`config.mk`:
```
export PLATFORM = sky130hd
export DESIGN_NAME = receptor_ascii
export DESIGN_NICKNAME = d
export VERILOG_FILES = /design/src/rtl/receptor_ascii.sv
export SDC_FILE = /design/constraint.sdc
export NUM_CORES = 1
export LEC_CHECK = 0
export CORE_ASPECT_RATIO = 0.75
export CORE_MARGIN = 8
export CORE_UTILIZATION = 55
export CTS_CLUSTER_SIZE = 24
export DETAILED_ROUTE_END_ITERATION = 10
export GPL_TIMING_DRIVEN = 0
export HOLD_SLACK_MARGIN = 0.05
export MAX_ROUTING_LAYER = met4
export PLACE_DENSITY_LB_ADDON = 0.08
export RECOVER_POWER = 100
export SETUP_SLACK_MARGIN = 0.3
export SLEW_MARGIN = 15
export SYNTH_ARGS = -nofsm -noshare
export SYNTH_HDL_FRONTEND = slang
export SYNTH_SLANG_ARGS = --single-unit
export TNS_END_PERCENT = 10
```
`constraint.sdc`:
```
create_clock -name clock -period 3.6 [get_ports clock]
set_clock_uncertainty 0.2 [all_clocks]
set_input_delay 0.54 -clock clock [delete_from_list [all_inputs] [get_ports clock]]
set_output_delay 0.54 -clock clock [all_outputs]
set_load 0.05 [all_outputs]
```
`src/rtl/receptor_ascii.sv`:
```
`default_nettype none
// ============================================================================
//  Module      : receptor_ascii
//  Description : 7E2 serial receiver (idle high, LSB first) that assembles
//                received ASCII characters into a message buffer. A message
//                ends on the terminator character or when the buffer fills,
//                after which pronto is held until limpa or reset.
//  Revision    : 1.0 - initial release
// ============================================================================
module receptor_ascii #(
   parameter int         CICLOS_BIT = 434,     // clocks per bit, >= 4
   parameter int         N_CHARS    = 8,       // buffer depth, 2..8
   parameter logic [6:0] TERMINADOR = 7'h23    // '#'
) (
   input  logic                   clock,
   input  logic                   reset,
   input  logic                   entrada_serial,
   input  logic                   limpa,
   output logic [7*N_CHARS-1:0]   dados_ascii,
   output logic [3:0]             num_caracteres,
   output logic                   pronto,
   output logic                   erro_paridade,
   output logic                   erro_parada,
   output logic [3:0]             db_estado
);

   // ------------------------------------------------------------------------
   // Constants
   // ------------------------------------------------------------------------
   localparam int c_CW = (CICLOS_BIT > 2) ? $clog2(CICLOS_BIT) : 1;

   localparam logic [c_CW-1:0] c_MEIO   = c_CW'(CICLOS_BIT / 2);
   localparam logic [c_CW-1:0] c_ULTIMO = c_CW'(CICLOS_BIT - 1);
   localparam logic [3:0]      c_NCHARS = 4'(N_CHARS);

   // FSM state codes (also exported on db_estado)
   localparam logic [3:0] c_ESPERA   = 4'd0;
   localparam logic [3:0] c_INICIO   = 4'd1;
   localparam logic [3:0] c_RECEBE   = 4'd2;
   localparam logic [3:0] c_CHECA    = 4'd3;
   localparam logic [3:0] c_ARMAZENA = 4'd4;
   localparam logic [3:0] c_DESCARTA = 4'd5;
   localparam logic [3:0] c_FIM      = 4'd6;

   // ------------------------------------------------------------------------
   // Declarations
   // ------------------------------------------------------------------------
   logic                  sync1_q;
   logic                  sync2_q;
   logic                  ant_q;

   logic [3:0]            estado_q, estado_d;

   logic [c_CW-1:0]       cnt_q, cnt_d;
   logic [3:0]            nbits_q, nbits_d;
   logic [8:0]            desloc_q, desloc_d;

   logic [7*N_CHARS-1:0]  dados_q, dados_d;
   logic [3:0]            num_q, num_d;
   logic                  perr_q, perr_d;
   logic                  serr_q, serr_d;

   logic                  w_borda;
   logic                  w_meio;
   logic                  w_fim_bit;
   logic                  w_err_par;
   logic                  w_err_stop;
   logic                  w_term;
   logic                  w_cheio;

   // ------------------------------------------------------------------------
   // Decoded conditions
   // ------------------------------------------------------------------------
   // Falling edge on the synchronized line marks a candidate start bit.
   assign w_borda    = ant_q & ~sync2_q;
   assign w_meio     = (cnt_q == c_MEIO);
   assign w_fim_bit  = (cnt_q == c_ULTIMO);
   // desloc_q after nine samples: [6:0] data, [7] parity, [8] first stop.
   assign w_err_par  = ^desloc_q[7:0];
   assign w_err_stop = ~desloc_q[8];
   assign w_term     = (desloc_q[6:0] == TERMINADOR);
   assign w_cheio    = ((num_q + 4'd1) == c_NCHARS);

   // ------------------------------------------------------------------------
   // Input synchronizer and edge history; only reset re-initializes it
   // ------------------------------------------------------------------------
   always_ff @(posedge clock) begin
      if (reset) begin
         sync1_q <= 1'b1;
         sync2_q <= 1'b1;
         ant_q   <= 1'b1;
      end else begin
         sync1_q <= entrada_serial;
         sync2_q <= sync1_q;
         ant_q   <= sync2_q;
      end
   end

   // ------------------------------------------------------------------------
   // FSM state register; limpa re-arms exactly like reset
   // ------------------------------------------------------------------------
   always_ff @(posedge clock) begin
      if (reset || limpa) begin
         estado_q <= c_ESPERA;
      end else begin
         estado_q <= estado_d;
      end
   end

   // ------------------------------------------------------------------------
   // FSM next-state logic
   // ------------------------------------------------------------------------
   always_comb begin
      estado_d = estado_q;
      case (estado_q)
         c_ESPERA: begin
            if (w_borda) begin
               estado_d = c_INICIO;
            end
         end
         c_INICIO: begin
            // Line back high at mid start bit means a glitch: drop silently.
            if (w_meio) begin
               estado_d = sync2_q ? c_ESPERA : c_RECEBE;
            end
         end
         c_RECEBE: begin
            if (w_fim_bit && (nbits_q == 4'd8)) begin
               estado_d = c_CHECA;
            end
         end
         c_CHECA: begin
            estado_d = (w_err_par || w_err_stop) ? c_DESCARTA : c_ARMAZENA;
         end
         c_ARMAZENA: begin
            estado_d = (w_term || w_cheio) ? c_FIM : c_ESPERA;
         end
         c_DESCARTA: begin
            // A broken stop can leave the line low; resync on idle.
            if (sync2_q) begin
               estado_d = c_ESPERA;
            end
         end
         c_FIM: begin
            estado_d = c_FIM;
         end
         default: begin
            estado_d = c_ESPERA;
         end
      endcase
   end

   // ------------------------------------------------------------------------
   // FSM outputs
   // ------------------------------------------------------------------------
   always_comb begin
      pronto    = (estado_q == c_FIM);
      db_estado = estado_q;
   end

   // ------------------------------------------------------------------------
   // Bit timer and shift register next-state
   // ------------------------------------------------------------------------
   // In INICIO the counter equals cycles elapsed since the start edge, so
   // the mid-start sample lands at T+CICLOS_BIT/2. RECEBE then restarts at 0
   // so every later sample lands a whole bit period after the previous one.
   always_comb begin
      cnt_d    = cnt_q;
      nbits_d  = nbits_q;
      desloc_d = desloc_q;
      case (estado_q)
         c_ESPERA: begin
            cnt_d   = c_CW'(1);
            nbits_d = 4'd0;
         end
         c_INICIO: begin
            if (w_meio) begin
               cnt_d   = '0;
               nbits_d = 4'd0;
            end else begin
               cnt_d = cnt_q + c_CW'(1);
            end
         end
         c_RECEBE: begin
            if (w_fim_bit) begin
               cnt_d    = '0;
               nbits_d  = nbits_q + 4'd1;
               desloc_d = {sync2_q, desloc_q[8:1]};
            end else begin
               cnt_d = cnt_q + c_CW'(1);
            end
         end
         default: begin
            cnt_d = cnt_q;
         end
      endcase
   end

   // ------------------------------------------------------------------------
   // Bit timer and shift register storage
   // ------------------------------------------------------------------------
   always_ff @(posedge clock) begin
      if (reset || limpa) begin
         cnt_q    <= '0;
         nbits_q  <= 4'd0;
         desloc_q <= '0;
      end else begin
         cnt_q    <= cnt_d;
         nbits_q  <= nbits_d;
         desloc_q <= desloc_d;
      end
   end

   // ------------------------------------------------------------------------
   // Message buffer and error flag next-state
   // ------------------------------------------------------------------------
   always_comb begin
      dados_d = dados_q;
      num_d   = num_q;
      perr_d  = perr_q;
      serr_d  = serr_q;
      if (estado_q == c_CHECA) begin
         if (w_err_par) begin
            perr_d = 1'b1;
         end
         if (w_err_stop) begin
            serr_d = 1'b1;
         end
      end
      if (estado_q == c_ARMAZENA) begin
         for (int i = 0; i < N_CHARS; i++) begin
            if (num_q == 4'(i)) begin
               dados_d[7*i +: 7] = desloc_q[6:0];
            end
         end
         num_d = num_q + 4'd1;
      end
   end

   // ------------------------------------------------------------------------
   // Message buffer and error flag storage
   // ------------------------------------------------------------------------
   always_ff @(posedge clock) begin
      if (reset || limpa) begin
         dados_q <= '0;
         num_q   <= 4'd0;
         perr_q  <= 1'b0;
         serr_q  <= 1'b0;
      end else begin
         dados_q <= dados_d;
         num_q   <= num_d;
         perr_q  <= perr_d;
         serr_q  <= serr_d;
      end
   end

   assign dados_ascii    = dados_q;
   assign num_caracteres = num_q;
   assign erro_paridade  = perr_q;
   assign erro_parada    = serr_q;

endmodule
`default_nettype wire

```
==> results.rst <==
.. list-table::
   :header-rows: 1

   * - Metric
     - Value
   * - Result of the run
     - finished, final reports clean
   * - Post-synth EDFFs
     - 0
   * - Syn Nets
     - 478
   * - Root buffer cell
     - sky130_fd_sc_hd__clkbuf_8
   * - Maximum Capacitance Violations
     - 0
   * - Placer's final routability congestion estimate
     - 0.9273
   * - # port buffers
     - 69
   * - Placed inst area
     - 4631 um2
   * - Depth of the CTS H-tree
     - 3
   * - Synthesis-to-finish area growth
     - 25.97%
   * - Clock tree from TritonCTS
     - done
   * - Residual overflow from global routing
     - 0
   * - Signal arrival time at the worst endpoint
     - 2.45 ns
   * - Number of remaining DRC errors
     - 0
   * - Minimum clock period after layout
     - 3.189 ns
   * - Most common cell after layout, fill and taps aside
     - sky130_fd_sc_hd__dfxtp_1
   * - Worst voltage drop across the vdd grid
     - 0.3072 mV
   * - Syn Std Cell Area
     - 3835 um2
   * - Setup TNS Final
     - 0 ns
   * - Buffer count from post-CTS setup fixing
     - 0
   * - Normalized max-slew margin
     - 0.5415
   * - Cell row count
     - 26
   * - Wire length of the first global-routing pass
     - 16820 um
   * - Cts bufs inserted
     - 9
   * - Sequential fraction of design power
     - 0.549
   * - Net Sw Frac
     - 0.2166
   * - Dominant register cell in the synthesized netlist
     - sky130_fd_sc_hd__dfxtp_1
   * - Critical path type
     - reg -> out
   * - Hold violation count in the final report
     - 0
   * - Per-instance average area after synthesis
     - 8.283 um2
   * - Number of max-slew violations in the final report
     - 0
   * - Share of synthesized flip-flops with an asynchronous set or reset
     - 0
   * - Clk pwr share
     - 0.426
   * - Flops & latches, synth
     - 90
   * - Fraction of final layout cells sized beyond drive strength 1
     - 0.04015
   * - Die outline width
     - 112.4 um
   * - Post-route setup slack
     - 0.4111 ns
   * - Worst min path class
     - reg -> reg
   * - Peak Freq
     - 313.6 MHz
   * - Maximum number of buffers from clock root to sink
     - 2
   * - Max FO, Critical Path
     - 10
   * - Leak
     - 0.001772 uW
   * - Wire length per cell
     - 16.18 um
   * - Count of non-filler cells in the finished layout
     - 632
   * - Number of standard cells after synthesis
     - 463
   * - Clock transition at the register clock pins on the worst setup and hold paths after CTS
     - 0.09 ns
   * - P_sw
     - 394.1 uW
   * - Num ports
     - 71
   * - Type of destination of the critical path
     - primary output
   * - Largest net degree at the start of global routing
     - 16
   * - Synth warnings
     - 0
   * - Aggregate routed wire length
     - 10230 um
   * - Minimum hold slack
     - 0.2057 ns
   * - CP Launch Type
     - register
   * - Design Area, Final
     - 4831 um2
   * - Floorplan core area
     - 6799 um2
   * - Chip height
     - 88.32 um
   * - Finish-stage setup viols
     - 0
   * - PostCTS Resize Cnt
     - 0
   * - Die footprint
     - 9928 um2
   * - Most frequent cells in the layout
     - sky130_fd_sc_hd__dfxtp_1, sky130_fd_sc_hd__nand2_1, sky130_fd_sc_hd__dlygate4sd3_1
   * - Measured slew at the worst slew-check pin
     - 0.6878 ns
   * - Clock sink count
     - 90
   * - Unrepaired setup endpoints after global routing
     - no
   * - Total instance count after detailed placement
     - 616
   * - Vias in the first global route
     - 3305
   * - Post-route fraction of the period consumed by the critical path
     - 0.8858
   * - Initial cell density of the core
     - 0.5640
   * - Number of inserted filler cells in the final layout
     - 586
   * - Initial DRT Pass Iterations
     - 5
   * - Post-synthesis cell type count
     - 46
   * - Antenna diode instance count
     - 0
   * - Antenna-violating nets left
     - 0
   * - Post-DP HPWL
     - 7368 um
   * - Combinational fraction of design power
     - 0.025
   * - Total GRT Usage
     - 0.2177
   * - Total number of nets in the final design
     - 558
   * - Internal Power
     - 1425 uW
   * - Share of synthesized area occupied by flip-flops and latches
     - 0.4698
   * - Clock insertion delay at the later pin of the skew report
     - 0.36 ns
   * - Vias
     - 3601
   * - Data required time of the critical path
     - 2.86 ns
   * - Antenna violations before repair
     - 0
   * - Violation count after the first detailed-route iteration
     - 319
   * - Pwr Density
     - 376.6 nW/um2
   * - Average vias per placed instance
     - 5.698
   * - Placement-stage worst setup slack
     - 0.8584 ns
   * - Hold Buf Count CTS
     - 0
-- cell usage after synthesis (7+ instances only) --
library cell,instances,share of area
sky130_fd_sc_hd__a21oi_1,62,0.081
sky130_fd_sc_hd__nor2_1,25,0.024
sky130_fd_sc_hd__nand2_1,77,0.075
sky130_fd_sc_hd__clkbuf_1,30,0.029
sky130_fd_sc_hd__dfxtp_1,90,0.47
sky130_fd_sc_hd__nor3_1,7,0.0091
sky130_fd_sc_hd__xnor2_1,7,0.016
sky130_fd_sc_hd__nand3_1,57,0.074
sky130_fd_sc_hd__mux2i_1,13,0.034
sky130_fd_sc_hd__inv_1,10,0.0098
sky130_fd_sc_hd__ha_1,11,0.036
-- area by class of cell --
type,instances,area (um2),share of cell area
well taps,84,105.1,0.02176
multi-input cells,323,1814,0.3756
clock buffers,11,141.4,0.02927
clock inverters,5,86.33,0.01787
inverters,10,37.54,0.007770
plain buffers,40,153.9,0.03186
repair buffers,69,690.7,0.1430
flip-flops and latches,90,1802,0.3730
-- path summary, 6_finish.rpt --
| kind | from | to | slack (ns) | depth (start not counted) |
|---|---|---|---|---|
| setup / recovery | db_estado[1]$_SDFFE_PP0P_ | pronto | 0.41 | 4 |
| hold reg to reg | sync1_q$_SDFF_PP1_ | sync2_q$_SDFF_PP1_ | 0.21 | 1 |
| hold / removal | sync1_q$_SDFF_PP1_ | sync2_q$_SDFF_PP1_ | 0.21 | 1 |
| setup reg to reg | cnt_q[3]$_SDFFE_PP0N_ | nbits_q[2]$_SDFFE_PP0P_ | 0.76 | 7 |
-- cell families after synthesis --
group | synth area share
compound gates | 0.1272
xor+xnor | 0.02741
fa+ha+maj | 0.03589
buf+inv | 0.05612
flops | 0.4698
mux | 0.03393
other cells | 0.0009779
simple gates | 0.2486
-- critical path, stage by stage (launching register included) --
cell and delay (ns):
sky130_fd_sc_hd__dfxtp_1 0.33, sky130_fd_sc_hd__clkbuf_1 0.31, sky130_fd_sc_hd__clkbuf_1 0.38, sky130_fd_sc_hd__and3_1 0.21, sky130_fd_sc_hd__dlygate4sd3_1 0.87
-- per-layer routing --
metal  up-vias  wire, um  track usage
met4         0       128      0.06951
met2       134      4534       0.3188
met5         -         0            -
met1      1705      4873       0.2912
met3        16       691      0.05044
li1       1746         -            -
-- registers in the layout, indices dropped and copies added (netlist names) --
register / count
erro_parada: 1
nbits_q: 4
dados_ascii: 56
cnt_q: 9
sync2_q: 1
ant_q: 1
num_caracteres: 4
db_estado: 3
erro_paridade: 1
desloc_q: 9
sync1_q: 1
-- power by group through the flow --
stage	Combinational (uW)	Clock [uW]	Sequential (uW)
3_5_place_dp	45.4	0	1020
6_report	44.9	775	999
4_1_cts	45.4	786	999
5_1_grt	49.3	831	1000
2_1_floorplan	29.2	0	1020
3_3_place_gp	44.7	0	1020
-- metrics by stage --
step	util	power [uW]
CTS	0.7146	1831
global placement	0.6811	1067
floorplan	-	1053
detailed placement	0.6811	1068
global route	0.7105	1880
finish	0.7105	1819
Note: power is estimated with default switching activity, not from simulation.
